## config.mk

```make
export PLATFORM = sky130hd
export DESIGN_NAME = muldiv_sequencer
export DESIGN_NICKNAME = d
export VERILOG_FILES = /design/src/rtl/muldiv_sequencer.sv
export SDC_FILE = /design/constraint.sdc
export NUM_CORES = 1
export LEC_CHECK = 0
export ABC_AREA = 1
export ABC_CLOCK_PERIOD_IN_PS = 4300
export BUFFER_PORTS_ARGS = -buffer_cell sky130_fd_sc_hd__buf_4
export CAP_MARGIN = 40
export CELL_PAD_IN_SITES_DETAIL_PLACEMENT = 0
export CELL_PAD_IN_SITES_GLOBAL_PLACEMENT = 1
export CORE_MARGIN = 1.5
export CORE_UTILIZATION = 48
export DETAILED_ROUTE_END_ITERATION = 10
export PLACE_DENSITY_LB_ADDON = 0.05
export SYNTH_ARGS = -nofsm -noshare
export SYNTH_HDL_FRONTEND = slang
export SYNTH_SLANG_ARGS = --single-unit
```

## constraint.sdc

```tcl
create_clock -name clk -period 4.3 [get_ports clk]
set_input_delay 0.43 -clock clk [delete_from_list [all_inputs] [get_ports clk]]
set_output_delay 0.43 -clock clk [all_outputs]
set_load 0.01 [all_outputs]
```

## src/rtl/muldiv_sequencer.sv

```systemverilog
// ============================================================================
// Module   : muldiv_sequencer
// Purpose  : Multi-cycle MULT/DIV unit with HI/LO results and pipeline stall.
//            Define MULDIV_SIGNED_EN for two's complement operands.
//            Leave it undefined for unsigned operands.
// Revision : 1.0  initial release
// ============================================================================
`default_nettype none

module muldiv_sequencer #(
  parameter int WIDTH = 32
) (
  input  logic             clk,
  input  logic             reset,
  input  logic             start,
  input  logic             op,
  input  logic [WIDTH-1:0] rs_data,
  input  logic [WIDTH-1:0] rt_data,
  output logic             busy,
  output logic             stall,
  output logic             done,
  output logic             div_by_zero,
  output logic [WIDTH-1:0] hi,
  output logic [WIDTH-1:0] lo
);

  localparam int            c_CW     = (WIDTH > 1) ? $clog2(WIDTH) : 1;
  localparam logic [c_CW-1:0] c_LAST = c_CW'(WIDTH - 1);

  localparam logic [2:0] c_IDLE = 3'd0;
  localparam logic [2:0] c_PREP = 3'd1;
  localparam logic [2:0] c_RUN  = 3'd2;
  localparam logic [2:0] c_FIX  = 3'd3;
  localparam logic [2:0] c_DONE = 3'd4;

  logic [2:0]       r_state;
  logic [2:0]       w_nstate;
  logic             w_accept;

  logic             r_op;
  logic [WIDTH-1:0] r_rs;
  logic [WIDTH-1:0] r_rt;
  logic [WIDTH-1:0] r_b;
  logic [WIDTH-1:0] r_acc_hi;
  logic [WIDTH-1:0] r_acc_lo;
  logic [c_CW-1:0]  r_cnt;
  logic             r_neg_q;
  logic             r_neg_r;
  logic             r_dbz;
  logic [WIDTH-1:0] r_hi;
  logic [WIDTH-1:0] r_lo;

  logic             w_neg_a;
  logic             w_neg_b;
  logic [WIDTH-1:0] w_mag_a;
  logic [WIDTH-1:0] w_mag_b;
  logic             w_rt_zero;
  logic [WIDTH:0]   w_madd;
  logic [WIDTH:0]   w_dshift;
  logic [WIDTH:0]   w_ddiff;
  logic [2*WIDTH-1:0] w_prod;
  logic [WIDTH-1:0] w_fix_hi;
  logic [WIDTH-1:0] w_fix_lo;

  assign w_accept  = start && ((r_state == c_IDLE) || (r_state == c_DONE));
  assign w_rt_zero = (r_rt == '0);

`ifdef MULDIV_SIGNED_EN
  assign w_neg_a = r_rs[WIDTH-1];
  assign w_neg_b = r_rt[WIDTH-1];
  assign w_mag_a = w_neg_a ? -r_rs : r_rs;
  assign w_mag_b = w_neg_b ? -r_rt : r_rt;
`else
  assign w_neg_a = 1'b0;
  assign w_neg_b = 1'b0;
  assign w_mag_a = r_rs;
  assign w_mag_b = r_rt;
`endif

  // Multiply: add multiplicand into the upper half when the multiplier LSB is set.
  assign w_madd   = {1'b0, r_acc_hi} + (r_acc_lo[0] ? {1'b0, r_b} : {(WIDTH+1){1'b0}});
  // Divide: bit WIDTH of the difference is the borrow (partial remainder < divisor).
  assign w_dshift = {r_acc_hi, r_acc_lo[WIDTH-1]};
  assign w_ddiff  = w_dshift - {1'b0, r_b};
  assign w_prod   = {r_acc_hi, r_acc_lo};

  always_comb begin
    w_fix_hi = r_acc_hi;
    w_fix_lo = r_acc_lo;
    if (r_dbz) begin
      w_fix_hi = r_rs;
      w_fix_lo = '1;
    end else if (!r_op) begin
      {w_fix_hi, w_fix_lo} = r_neg_q ? -w_prod : w_prod;
    end else begin
      w_fix_lo = r_neg_q ? -r_acc_lo : r_acc_lo;
      w_fix_hi = r_neg_r ? -r_acc_hi : r_acc_hi;
    end
  end

  always_ff @(posedge clk or negedge reset) begin
    if (!reset) r_state <= c_IDLE;
    else        r_state <= w_nstate;
  end

  always_comb begin
    w_nstate = r_state;
    case (r_state)
      c_IDLE:  w_nstate = w_accept ? c_PREP : c_IDLE;
      c_PREP:  w_nstate = (r_op && w_rt_zero) ? c_FIX : c_RUN;
      c_RUN:   w_nstate = (r_cnt == c_LAST) ? c_FIX : c_RUN;
      c_FIX:   w_nstate = c_DONE;
      c_DONE:  w_nstate = w_accept ? c_PREP : c_IDLE;
      default: w_nstate = c_IDLE;
    endcase
  end

  always_comb begin
    busy        = 1'b0;
    done        = 1'b0;
    div_by_zero = 1'b0;
    case (r_state)
      c_PREP, c_RUN, c_FIX: busy = 1'b1;
      c_DONE: begin
        done        = 1'b1;
        div_by_zero = r_dbz;
      end
      default: ;
    endcase
    stall = busy | w_accept;
  end

  always_ff @(posedge clk or negedge reset) begin
    if (!reset) begin
      r_op     <= 1'b0;
      r_rs     <= '0;
      r_rt     <= '0;
      r_b      <= '0;
      r_acc_hi <= '0;
      r_acc_lo <= '0;
      r_cnt    <= '0;
      r_neg_q  <= 1'b0;
      r_neg_r  <= 1'b0;
      r_dbz    <= 1'b0;
      r_hi     <= '0;
      r_lo     <= '0;
    end else begin
      if (w_accept) begin
        r_op <= op;
        r_rs <= rs_data;
        r_rt <= rt_data;
      end
      case (r_state)
        c_PREP: begin
          r_b      <= r_op ? w_mag_b : w_mag_a;
          r_acc_lo <= r_op ? w_mag_a : w_mag_b;
          r_acc_hi <= '0;
          r_cnt    <= '0;
          r_neg_q  <= w_neg_a ^ w_neg_b;
          r_neg_r  <= w_neg_a;
          r_dbz    <= r_op && w_rt_zero;
        end
        c_RUN: begin
          r_cnt <= r_cnt + 1'b1;
          if (!r_op) begin
            r_acc_hi <= w_madd[WIDTH:1];
            r_acc_lo <= {w_madd[0], r_acc_lo[WIDTH-1:1]};
          end else if (!w_ddiff[WIDTH]) begin
            r_acc_hi <= w_ddiff[WIDTH-1:0];
            r_acc_lo <= {r_acc_lo[WIDTH-2:0], 1'b1};
          end else begin
            r_acc_hi <= w_dshift[WIDTH-1:0];
            r_acc_lo <= {r_acc_lo[WIDTH-2:0], 1'b0};
          end
        end
        c_FIX: begin
          r_hi <= w_fix_hi;
          r_lo <= w_fix_lo;
        end
        default: ;
      endcase
    end
  end

  assign hi = r_hi;
  assign lo = r_lo;

endmodule

`default_nettype wire

```

==> results.md, run 1 <==
- Share of post-route cells with drive strength above 1: around 14%
- Remaining antenna violation count after routing: 0
- Post-CTS setup buffer count: 0
- Number of global-route vias before repair: about 14,000
- Avg WL per Cell: between 20 and 25 µm
- Drt pass-1 iters: 7
- Worst Setup Start Kind: flop
- Cts bufs inserted: 26
- Ports: 136
- First-pass GRT wire length: 83.5 mm
- Fillers: 3,101
- Design Area, Final: 17,800 µm²
- Yosys warning total: 0
- Die X: 183 µm
- Placer Congestion: 0.963
- Resized Gates After CTS: 0
- Initial Util: 49.0%
- CP Cell Sequence: ha_1, nand2_1, nor4_1, nand3_1, nand2_1, nand2_1, nand3_1, nand3_1, nand2_1, nand2_1
- Avg Cell Area, Syn: 7.30 µm²
- Worst min-delay path class: in2async
- Total grt overflow: 0
- Synth Instances: between 2,000 and 2,500
- I/O Buffers: 135
- Worst rel slew slack: about 29%
- Worst Path Required: 4.72 ns
- Critical Path Max Stage Delay: approximately 0.83 ns
- Die height: between 150 and 200 µm
- Max-cap viol count: 0
- Clock sink count: 234
- Clk buf depth: 3
- Cell depth of the worst setup path: 10
- Die Area: 33,500 µm²
- Reg2reg end: r_acc_hi[27]
- CP max stage cell: nor4_1
- Number of synthesized flops with an enable pin: 0
- Initial antenna violation count: 0
- # nets final: 2,357
- Final Max Slew Viols: 0
- N_diodes: 0
- CORE AREA: 31,700 µm²
- Worst Tran Pin Value: 1.07 ns
- Clk slew on worst S/H paths: about 0.080 ns
- Final wirelength: ~54 mm
- CP max FO: 5
- Flop-to-flop setup slack: around 1.3 ns
- DRC violations left: 0
- Cell Pwr Density: 917 nW/µm²
- CTS Root Cell: clkbuf_16
- Post-synthesis sequential area ratio: 37.6%
- Unique masters post-synth: 54
- Buf/Inv on CP: 0
- Initial DRC Count: 1,228
- Row count: 65
- Htree depth: 1
- Critical R2R Launch: r_acc_hi[24]
- DR vias/cell: approximately 5.7
- Hpwl dp: around 40 mm
- Hold_ws: -0.0567 ns
- P_leak: between 8 and 9 nW
- Clock latency on the worst-skew pair: 0.54 ns
- Largest net degree at the start of global routing: 130
- Hold_buf cts: 0
- Reg2reg path depth: 10
- CP Data Arrival Time: 3.44 ns
- Area delta synth->final: 14.3%
- F_max: 0.331 GHz
- VDD IR max: 0.429 mV
- Setup TNS: 0 ns
- Violated checks: hold timing
- Final setup viols: 0
- Clock Skew: 0.0172 ns
- RSZ-0062 raised after global routing: false
- Cell Area, Placed: 16,900 µm²
- Count of state elements after synthesis: 234
- Final period utilization: 70.2%
- Via total after detailed routing: around 15,000
- Top delay family on crit path: simple AND/OR/NAND/NOR gates
- CTS tree: yes
- Synth Net Count: approximately 2,300
- Post-Syn Area: roughly 16,000 µm²
- CP most frequent cell: nand2_1
- Post-synth top flop: dfrtp_1
- Gr usage total: 32.3%
- Setup CP Type: reg2reg
- Status: complete, but fails checks
- Async SR Flop Fraction: 100%
- CP Capture Type: flop
- Hold Fails Final Rpt: 12
- Min Tclk post-route: 3.02 ns
[layer usage]
metal  vias up  routed length, µm  track usage, %  share of wire [%]
met3        96               2980            3.55                5.6
met4         0               1860            10.8                3.5
met1      7240              24200            45.0                 45
met5         -                  0               0                  0
li1       7245                  -               -                  -
met2       491              24700            52.5                 46
[synthesized netlist by cell type, types with 14 or more instances]
library cell | n | share of area [%]
a21oi_1 | 117 | 3.8
a22oi_1 | 15 | 0.72
a31oi_1 | 57 | 2.3
clkbuf_1 | 73 | 1.8
dfrtp_1 | 234 | 38
ha_1 | 66 | 5.3
inv_1 | 251 | 6.1
mux2_2 | 40 | 2.9
nand2_1 | 553 | 13
nand2_2 | 25 | 1.0
nand3_1 | 102 | 3.3
nand3_2 | 14 | 0.90
nand4_1 | 20 | 0.80
nor2_1 | 231 | 5.6
nor3_1 | 23 | 0.74
o211ai_1 | 26 | 1.3
o21ai_0 | 94 | 3.0
o221ai_1 | 37 | 2.1
o22ai_1 | 16 | 0.64
[cell type report]
cell class | instances | area, µm² | share of cell area [%]
clock buffers | 42 | 792 | 4.46
multi-input cells | 1543 | 8320 | 46.8
well taps | 402 | 503 | 2.83
clock inverters | 5 | 53.8 | 0.303
repair buffers | 156 | 1260 | 7.11
inverters | 260 | 983 | 5.53
flip-flops and latches | 234 | 5860 | 33.0
[metrics by stage]
step	setup WS [ns]	hold WS, ns	total power, W	utilization, %	instances
3_5_place_dp	1.33	0.462	0.0140	53.4	2595
2_1_floorplan	1.96	0.134	0.0108	-	2131
5_1_grt	1.09	0.0467	0.0176	56.0	2642
3_3_place_gp	1.30	0.454	0.0138	53.0	2591
4_1_cts	1.31	0.0321	0.0162	56.0	2642
6_report	1.28	-0.0567	0.0163	56.0	2642
[worst max-delay path by stage]
stage	end	slack, ns	start
2_1_floorplan	r_acc_hi[21]	1.96	r_acc_lo[0]
4_1_cts	r_acc_hi[7]	1.31	r_acc_lo[31]
3_3_place_gp	r_acc_hi[8]	1.30	r_acc_lo[31]
6_report	r_acc_hi[27]	1.28	r_acc_hi[24]
5_1_grt	r_acc_hi[7]	1.09	r_acc_lo[31]
3_5_place_dp	r_acc_hi[6]	1.33	r_acc_lo[31]
[flip-flops by register name, summed over array words and instances (netlist names)]
register,flops
r_state,3
r_rs,32
r_op,1
r_acc_lo,32
r_dbz,1
r_b,32
r_cnt,5
hi,32
lo,32
r_rt,32
r_acc_hi,32
[power breakdown]
group	internal (W)	leakage [nW]	switching (W)	total (W)
Combinational	0.00344	5.76	0.00609	0.00953
Sequential	0.00330	2.79	0.00123	0.00453
Clock	0.00131	0.417	0.000920	0.00223
[cells by family after synthesis]
group	share of synthesized area [%]
AOI/OAI and AO/OA	16.1
xor gates and xnor gates	0.676
adders and majority gates	5.57
buffers and inverters	9.04
DFF	37.6
muxes	3.28
and+or+nand+nor	27.7
[cell usage in the layout, fill, tap and decap left out, drive strengths merged]
| cell type | count |
|---|---|
| buf | 156 |
| o21a | 3 |
| mux2 | 40 |
| clkbuf | 42 |
| clkinv | 3 |
| o221ai | 37 |
| bufinv | 1 |
| or2 | 12 |
| a311oi | 1 |
| mux2i | 6 |
| nand4 | 20 |
| nand3 | 117 |
| a21o | 9 |
| nand2 | 583 |
| o22ai | 16 |
| inv | 261 |
| xnor2 | 8 |
| o21ai | 103 |
| a211oi | 1 |
| xor2 | 4 |
| a32o | 1 |
| and2 | 2 |
| nand3b | 5 |
| a22o | 2 |
| ha | 66 |
| o21bai | 9 |
| o31ai | 7 |
| a22oi | 15 |
| nor3 | 26 |
| a21oi | 121 |
| fa | 2 |
| a31oi | 57 |
| nor4 | 8 |
| o211ai | 27 |
| nor2 | 235 |
| dfrtp | 234 |
Note: power is estimated with default switching activity, not from simulation.
==> run 2, diff against run 1 <==
--- a/config.mk
+++ b/config.mk
@@ -5,14 +5,14 @@
 export SDC_FILE = /design/constraint.sdc
 export NUM_CORES = 1
 export LEC_CHECK = 0
-export ABC_AREA = 1
-export ABC_CLOCK_PERIOD_IN_PS = 4300
+export ABC_AREA = 0
+export ABC_CLOCK_PERIOD_IN_PS = 3070
 export BUFFER_PORTS_ARGS = -buffer_cell sky130_fd_sc_hd__buf_4
 export CAP_MARGIN = 40
 export CELL_PAD_IN_SITES_DETAIL_PLACEMENT = 0
 export CELL_PAD_IN_SITES_GLOBAL_PLACEMENT = 1
 export CORE_MARGIN = 1.5
-export CORE_UTILIZATION = 48
+export CORE_UTILIZATION = 47
 export DETAILED_ROUTE_END_ITERATION = 10
 export PLACE_DENSITY_LB_ADDON = 0.05
 export SYNTH_ARGS = -nofsm -noshare
==> constraint.sdc (replaced) <==
create_clock -name clk -period 3.07 [get_ports clk]
set_input_delay 0.307 -clock clk [delete_from_list [all_inputs] [get_ports clk]]
set_output_delay 0.307 -clock clk [all_outputs]
set_load 0.01 [all_outputs]
==> run 2 against run 1 <==
Effect of this change:
- the flow finishes with violations (setup timing)
- sequential cell count is the same
- non-clock buffer count grew 183
- worst hold slack gained 0.073 ns
- highest routed layer unchanged
==> results.md, run 2 <==
- Post-synthesis sequential area ratio: 41.2%
- Clock sink count: 234
- Initial antenna violation count: 0
- Worst rel slew slack: between 40% and 50%
- Final core occ: between 60 and 70%
- Count of state elements after synthesis: 234
- Final setup viols: 15
- Area delta synth->final: 28.5%
- Fin cells: 2,196
- VDD IR max: 0.573 mV
- Share of post-route cells with drive strength above 1: 26.1%
- # nets final: 1,922
- Synth Instances: about 1,500
- Ports: 136
- CTS tree: yes
- Clock Skew: 0.0177 ns
- Cell Pwr Density: around 1200 nW/µm²
- Htree depth: 1
- Most frequent cells in the layout: buf_4, dfrtp_1, nand2_1
- Synth Net Count: ~1,600
- Worst Setup Start Kind: flop
- Max-cap viol count: 0
- Largest family of logic cells by synthesized area: compound AO/OA/AOI/OAI gates
- Final Max Slew Viols: 0
- Total grt overflow: 0
- Initial Util: 47.8%
- CP Capture Type: flop
- Remaining antenna violation count after routing: 0
- Post-route setup slack: -0.0590 ns
- Worst min-delay path class: in2reg
- DR vias/cell: 5.74
- Most frequent cells after synthesis: dfrtp_1, o21ai_0, nand2_1, mux2i_1, nor2_1
- Initial DRC Count: a little under 700
- Compound-gate portion of the synthesized area: around 20%
- Gr usage total: 28.5%
- Unique masters post-synth: between 60 and 70
- Largest cells by area after synthesis: dfrtp_1, mux2i_1, o21ai_0
- Commonest non-fill, non-tap cell in the layout: buf_4
- P_leak: 8.52 nW
- Hold Fails Final Rpt: 0
- Worst Tran Pin Value: 0.810 ns
- Violated checks: setup timing
- I/O Buffers: about 140
- First-pass GRT wire length: 69.2 mm
- Number of synthesized flops with an enable pin: 0
- Avg Cell Area, Syn: 9.41 µm²
- CTS Root Cell: clkbuf_16
- Fillers: 2,600
- Post-Syn Area: around 14,000 µm²
- Hold_ws: 0.0164 ns
- Adder-cell share of the synthesized area: 6.10%
- Async SR Flop Fraction: 100%
- Clock latency on the worst-skew pair: 0.54 ns
- Max Used Layer: met4
- CORE AREA: 29,700 µm²
- Reg2reg path depth: 14
- Post-synth top flop: dfrtp_1
- Share of the synthesized area in the top cell type: just over 40%
- Drt pass-1 iters: 7
- Worst hold endpoint: r_rs[9]
- DRC violations left: 0
- CP Data Arrival Time: 3.55 ns
- Status: complete, but fails checks
- Row count: 63
- Metal-1 WL: 18.6 mm
- Min Tclk post-route: 3.13 ns
- Die height: 177 µm
- Clk buf depth: 3
- Setup TNS: -0.514 ns
- Yosys warning total: 0
- Most frequent cell after synthesis: dfrtp_1
- Final wirelength: 44.4 mm
- F_max: 0.320 GHz
- DR WL met3: a little over 2 mm
- Worst Path Required: 3.49 ns
- Clk slew on worst S/H paths: 0.06 ns
- Fraction of synthesized area in multiplexers: 12.1%
- Via total after detailed routing: 12,596
- Hold path startpoint: rs_data[9]
- Placer Congestion: 0.873
- Largest net degree at the start of global routing: 89
- CP max FO: 6
- Flop-to-flop setup slack: -0.06 ns
- Final period utilization: 102%
- Met2 routed WL: 22.2 mm
- Hold Path Depth: 2
- Cts bufs inserted: 26
- Cell count after placement: ~2,100
- Setup CP Type: reg2reg
- Number of global-route vias before repair: 12,671
- Worst Setup SP: r_acc_lo[31]
- Simple logic cell fraction of the synthesized area: 12.9%
- Die X: between 150 and 200 µm
- Fraction of synthesized cell area in xor and xnor cells: ~3.2%
- Critical R2R Launch: r_acc_lo[31]
- Hpwl dp: ~33 mm
- Place WS: -0.265 ns
- N_diodes: 0
- Die Area: 31,300 µm²
- Yosys top cell by area: dfrtp_1
- RSZ-0062 raised after global routing: true
- Reg2reg end: r_acc_hi[2]
- Avg WL per Cell: 20.2 µm
## run 2: changes by cell type after synthesis, moves of 37 or more
| cell | delta |
|---|---|
| o21ai_0 | +74 |
| nand3_1 | -86 |
| nor2_1 | -145 |
| a31oi_1 | -46 |
| a21oi_1 | -50 |
| inv_1 | -198 |
| and2_1 | +37 |
| mux2i_1 | +91 |
| nand2_1 | -386 |
## run 2: routing by layer
metal,track usage (%),vias to the layer above
met1,35.5,6132
met3,3.97,82
met2,50.3,330
li1,-,6052
met4,10.5,0
met5,0,-
## run 2: final cells by class
type	instances	area [µm²]	area share, %
Tap cell	390	488	2.67
Clock inverter	11	109	0.596
Clock buffer	37	773	4.24
Multi-Input combinational cell	1132	8040	44.0
Timing Repair Buffer	339	2780	15.2
Inverter	53	199	1.09
Sequential cell	234	5860	32.1
## run 2: what timing repair did
action	in CTS	in global routing
endpoints found under the hold margin	116	0
gates resized for setup	33	46
setup buffers	7	7
pin swaps	15	27
gates cloned	1	0
setup endpoints to repair	33	32
hold buffers	34	0
## run 2: worst max-delay path by stage
stage	depth (start not counted)	endpoint	slack, ns
2_1_floorplan	13	r_acc_hi[8]	0.08
3_3_place_gp	12	r_acc_hi[3]	-0.20
3_5_place_dp	12	r_acc_hi[3]	-0.26
4_1_cts	14	r_acc_hi[16]	-0.05
5_1_grt	14	r_acc_hi[3]	-0.20
6_report	14	r_acc_hi[2]	-0.06
## run 2: kinds of logic after synthesis
family,Yosys count
flops,234
buf+inv,145
simple gates,394
compound gates,453
fa+ha+maj,68
mux,164
xor+xnor,52
## run 2: where the power goes
part | switching, W | internal [W] | total (W)
registers | 0.00153 | 0.00447 | 0.00601
logic | 0.00664 | 0.00619 | 0.0128
clock network | 0.00130 | 0.00192 | 0.00321
## run 2: metrics by stage
stage          power, W  area [µm²]
6_report         0.0220       18300
3_3_place_gp     0.0177       16600
3_5_place_dp     0.0179       16600
4_1_cts          0.0217       18100
2_1_floorplan    0.0132       14200
5_1_grt          0.0237       18300
## run 2: worst max-delay path, cell delays in order, from the launching register on
cell      delay (ns)
dfrtp_1         0.35
inv_1           0.05
ha_2            0.18
fa_2            0.35
nand2b_4        0.15
a21o_1          0.19
a31oi_4         0.19
a211oi_4        0.12
o31a_1          0.41
o221ai_4        0.24
buf_12          0.17
buf_8           0.12
buf_4           0.11
o21ai_1         0.07
a221o_1         0.30
==> run 3, diff against run 2 <==
--- a/config.mk
+++ b/config.mk
@@ -9,10 +9,8 @@
 export ABC_CLOCK_PERIOD_IN_PS = 3070
 export BUFFER_PORTS_ARGS = -buffer_cell sky130_fd_sc_hd__buf_4
 export CAP_MARGIN = 40
-export CELL_PAD_IN_SITES_DETAIL_PLACEMENT = 0
-export CELL_PAD_IN_SITES_GLOBAL_PLACEMENT = 1
 export CORE_MARGIN = 1.5
-export CORE_UTILIZATION = 47
+export CORE_UTILIZATION = 50
 export DETAILED_ROUTE_END_ITERATION = 10
 export PLACE_DENSITY_LB_ADDON = 0.05
 export SYNTH_ARGS = -nofsm -noshare
==> constraint.sdc (replaced) <==
create_clock -name clk -period 3.07 [get_ports clk]
set_input_delay 0.307 -clock clk [delete_from_list [all_inputs] [get_ports clk]]
set_output_delay 0.307 -clock clk [all_outputs]
set_load 0.05 [all_outputs]
==> run 3 against run 2 <==
Effect of this change:
- the run still ends with setup timing left
- combinational power up 12%
- power up 8.1%
- register-to-register slack worse by 0.03 ns
- die area down 5.9%
- non-clock buffer count up 18
- core utilization up 5.2 points
- clock-buffer cell count up 2
- first-iteration DRC count up 32%
- largest cell class unchanged
==> results.md, run 3 (same netlist as run 2, synthesis figures left out) <==
- Buf/Inv on CP: 1
- Die Area: 29,400 µm²
- # nets final: 1,939
- Violated checks: setup timing
- CP max stage cell: a221oi_2
- Htree depth: 1
- CP Data Arrival Time: 3.59 ns
- CP max FO: 5
- CP Cell Sequence: ha_2, fa_2, nand2b_4, a21o_1, a31oi_4, a211oi_4, a221oi_2, o221ai_4, buf_6, nor4b_4, a2111oi_2, a221oi_1
- Hpwl dp: 32.3 mm
- Final setup viols: 16
- Top delay family on crit path: compound AO/OA/AOI/OAI gates
- Total power draw: 0.0238 W
- Max-cap viol count: 0
- Drt pass-1 iters: 5
- Share of post-route cells with drive strength above 1: 27.2%
- RSZ-0062 raised after global routing: true
- Initial antenna violation count: 0
- DRC violations left: 0
- Ports: roughly 140
- VDD IR max: 0.799 mV
- Initial Util: between 50% and 60%
- Worst Tran Pin Value: around 0.79 ns
- Min Tclk post-route: approximately 3.2 ns
- Number of global-route vias before repair: 12,986
- First-pass GRT wire length: 71.5 mm
- Row count: 61
- Hold Fails Final Rpt: 0
- Final Max Slew Viols: 0
- Post-route setup slack: -0.0920 ns
- Die height: 172 µm
- Clock sink count: 234
- Worst Path Required: 3.50 ns
- Die X: 172 µm
- Status: complete, but fails checks
- Commonest non-fill, non-tap cell in the layout: buf_4
- Most frequent cells in the layout: buf_4, dfrtp_1, nand2_1
- Fin cells: 2,201
- Via total after detailed routing: 12,915
- Largest net degree at the start of global routing: 130
- Clk buf depth: 3
- Worst rel slew slack: between 40 and 50%
- F_max: 0.316 GHz
- DR vias/cell: 5.87
- P_leak: 8.63 nW
- Cell count after placement: 2,091
- Design Area, Final: 18,600 µm²
- Total grt overflow: 0
- Clk slew on worst S/H paths: around 0.060 ns
- Cell Area, Placed: 16,600 µm²
- Setup CP Type: reg2reg
- Final core occ: 66.6%
- Clock Skew: 0.0231 ns
- Cell Pwr Density: 1280 nW/µm²
- Clock latency on the worst-skew pair: about 0.55 ns
- Gr usage total: roughly a third
- Placer Congestion: 0.945
- Avg WL per Cell: 21.0 µm
- I/O Buffers: 135
- Worst Setup Start Kind: flop
- Initial DRC Count: 909
- Final wirelength: 46.1 mm
- CTS tree: yes
- Worst min-delay path class: in2reg
- Cts bufs inserted: 26
- Final period utilization: 103%
- Area delta synth->final: 30.7%
- CP Capture Type: flop
- N_diodes: 0
- Critical Path Max Stage Delay: around 0.4 ns
- CTS Root Cell: clkbuf_16
- Remaining antenna violation count after routing: 0
- CORE AREA: 27,900 µm²
-- run 3: cell types whose count changed in the layout (fill, tap and decap cells not counted), sizes merged --
cell / delta
dlygate4sd3: +12
buf: +5
clkinv: -5
clkbuf: +3
bufinv: +2
clkinvlp: +1
o221ai: -1
-- run 3: worst reg2reg max path: stages, from the launching register on --
cell	delay, ns
dfrtp_1	0.39
ha_2	0.20
fa_2	0.35
nand2b_4	0.15
a21o_1	0.19
a31oi_4	0.21
a211oi_4	0.11
a221oi_2	0.40
o221ai_4	0.24
buf_6	0.18
nor4b_4	0.27
a2111oi_2	0.06
a221oi_1	0.30
-- run 3: metrics by stage --
| stage | worst slack (ns) | hold slack, ns | setup TNS (ns) |
|---|---|---|---|
| CTS | -0.121 | 0.000362 | -1.80 |
| global placement | -0.207 | 0.344 | -2.24 |
| detailed placement | -0.269 | 0.348 | -4.65 |
| floorplan | 0.0752 | 0.0114 | 0 |
| finish | -0.0920 | 0.0179 | -0.645 |
| global route | -0.268 | 0.00653 | -3.78 |
-- run 3: final timing paths --
path                             startpoint      endpoint  slack (ns)  cells after the start
worst max-delay path                 r_b[0]  r_acc_hi[29]       -0.09                     12
worst min-delay path            rs_data[16]      r_rs[16]        0.02                      2
worst max register to register       r_b[0]  r_acc_hi[29]       -0.09                     12
worst min register to register        lo[3]         lo[3]        0.48                      2
max in group asynchronous             reset          r_op        1.85                      3
min in group asynchronous             reset       r_b[25]        0.35                      2
-- run 3: final cells by class --
class,count,area [µm²]
fill,2324,9300
clock buffer,39,741
sequential,234,5860
clock inverter,9,155
tap,378,473
multi-input combinational,1131,8140
inverter,53,199
timing repair buffer,357,2990
-- run 3: repair_timing --
action,in CTS,in global routing
setup buffers,10,7
hold buffers,46,0
cloned,1,1
endpoints found under the hold margin,122,0
gates resized for setup,51,56
endpoints found under the setup margin,33,33
pin swaps,31,37
-- run 3: layer usage --
layer	part of all wire [%]	GRT usage, %	up-vias
met5	0	0	-
met4	3.9	12.6	0
met3	4.1	2.72	107
met2	49	53.9	386
met1	43	41.4	6344
li1	-	-	6078
-- run 3: power breakdown --
group          total [W]  internal (W)  leakage (nW)  switching, W
Clock            0.00333       0.00201         0.432       0.00133
Sequential       0.00609       0.00447          2.93       0.00162
Combinational     0.0144       0.00642          5.27       0.00799
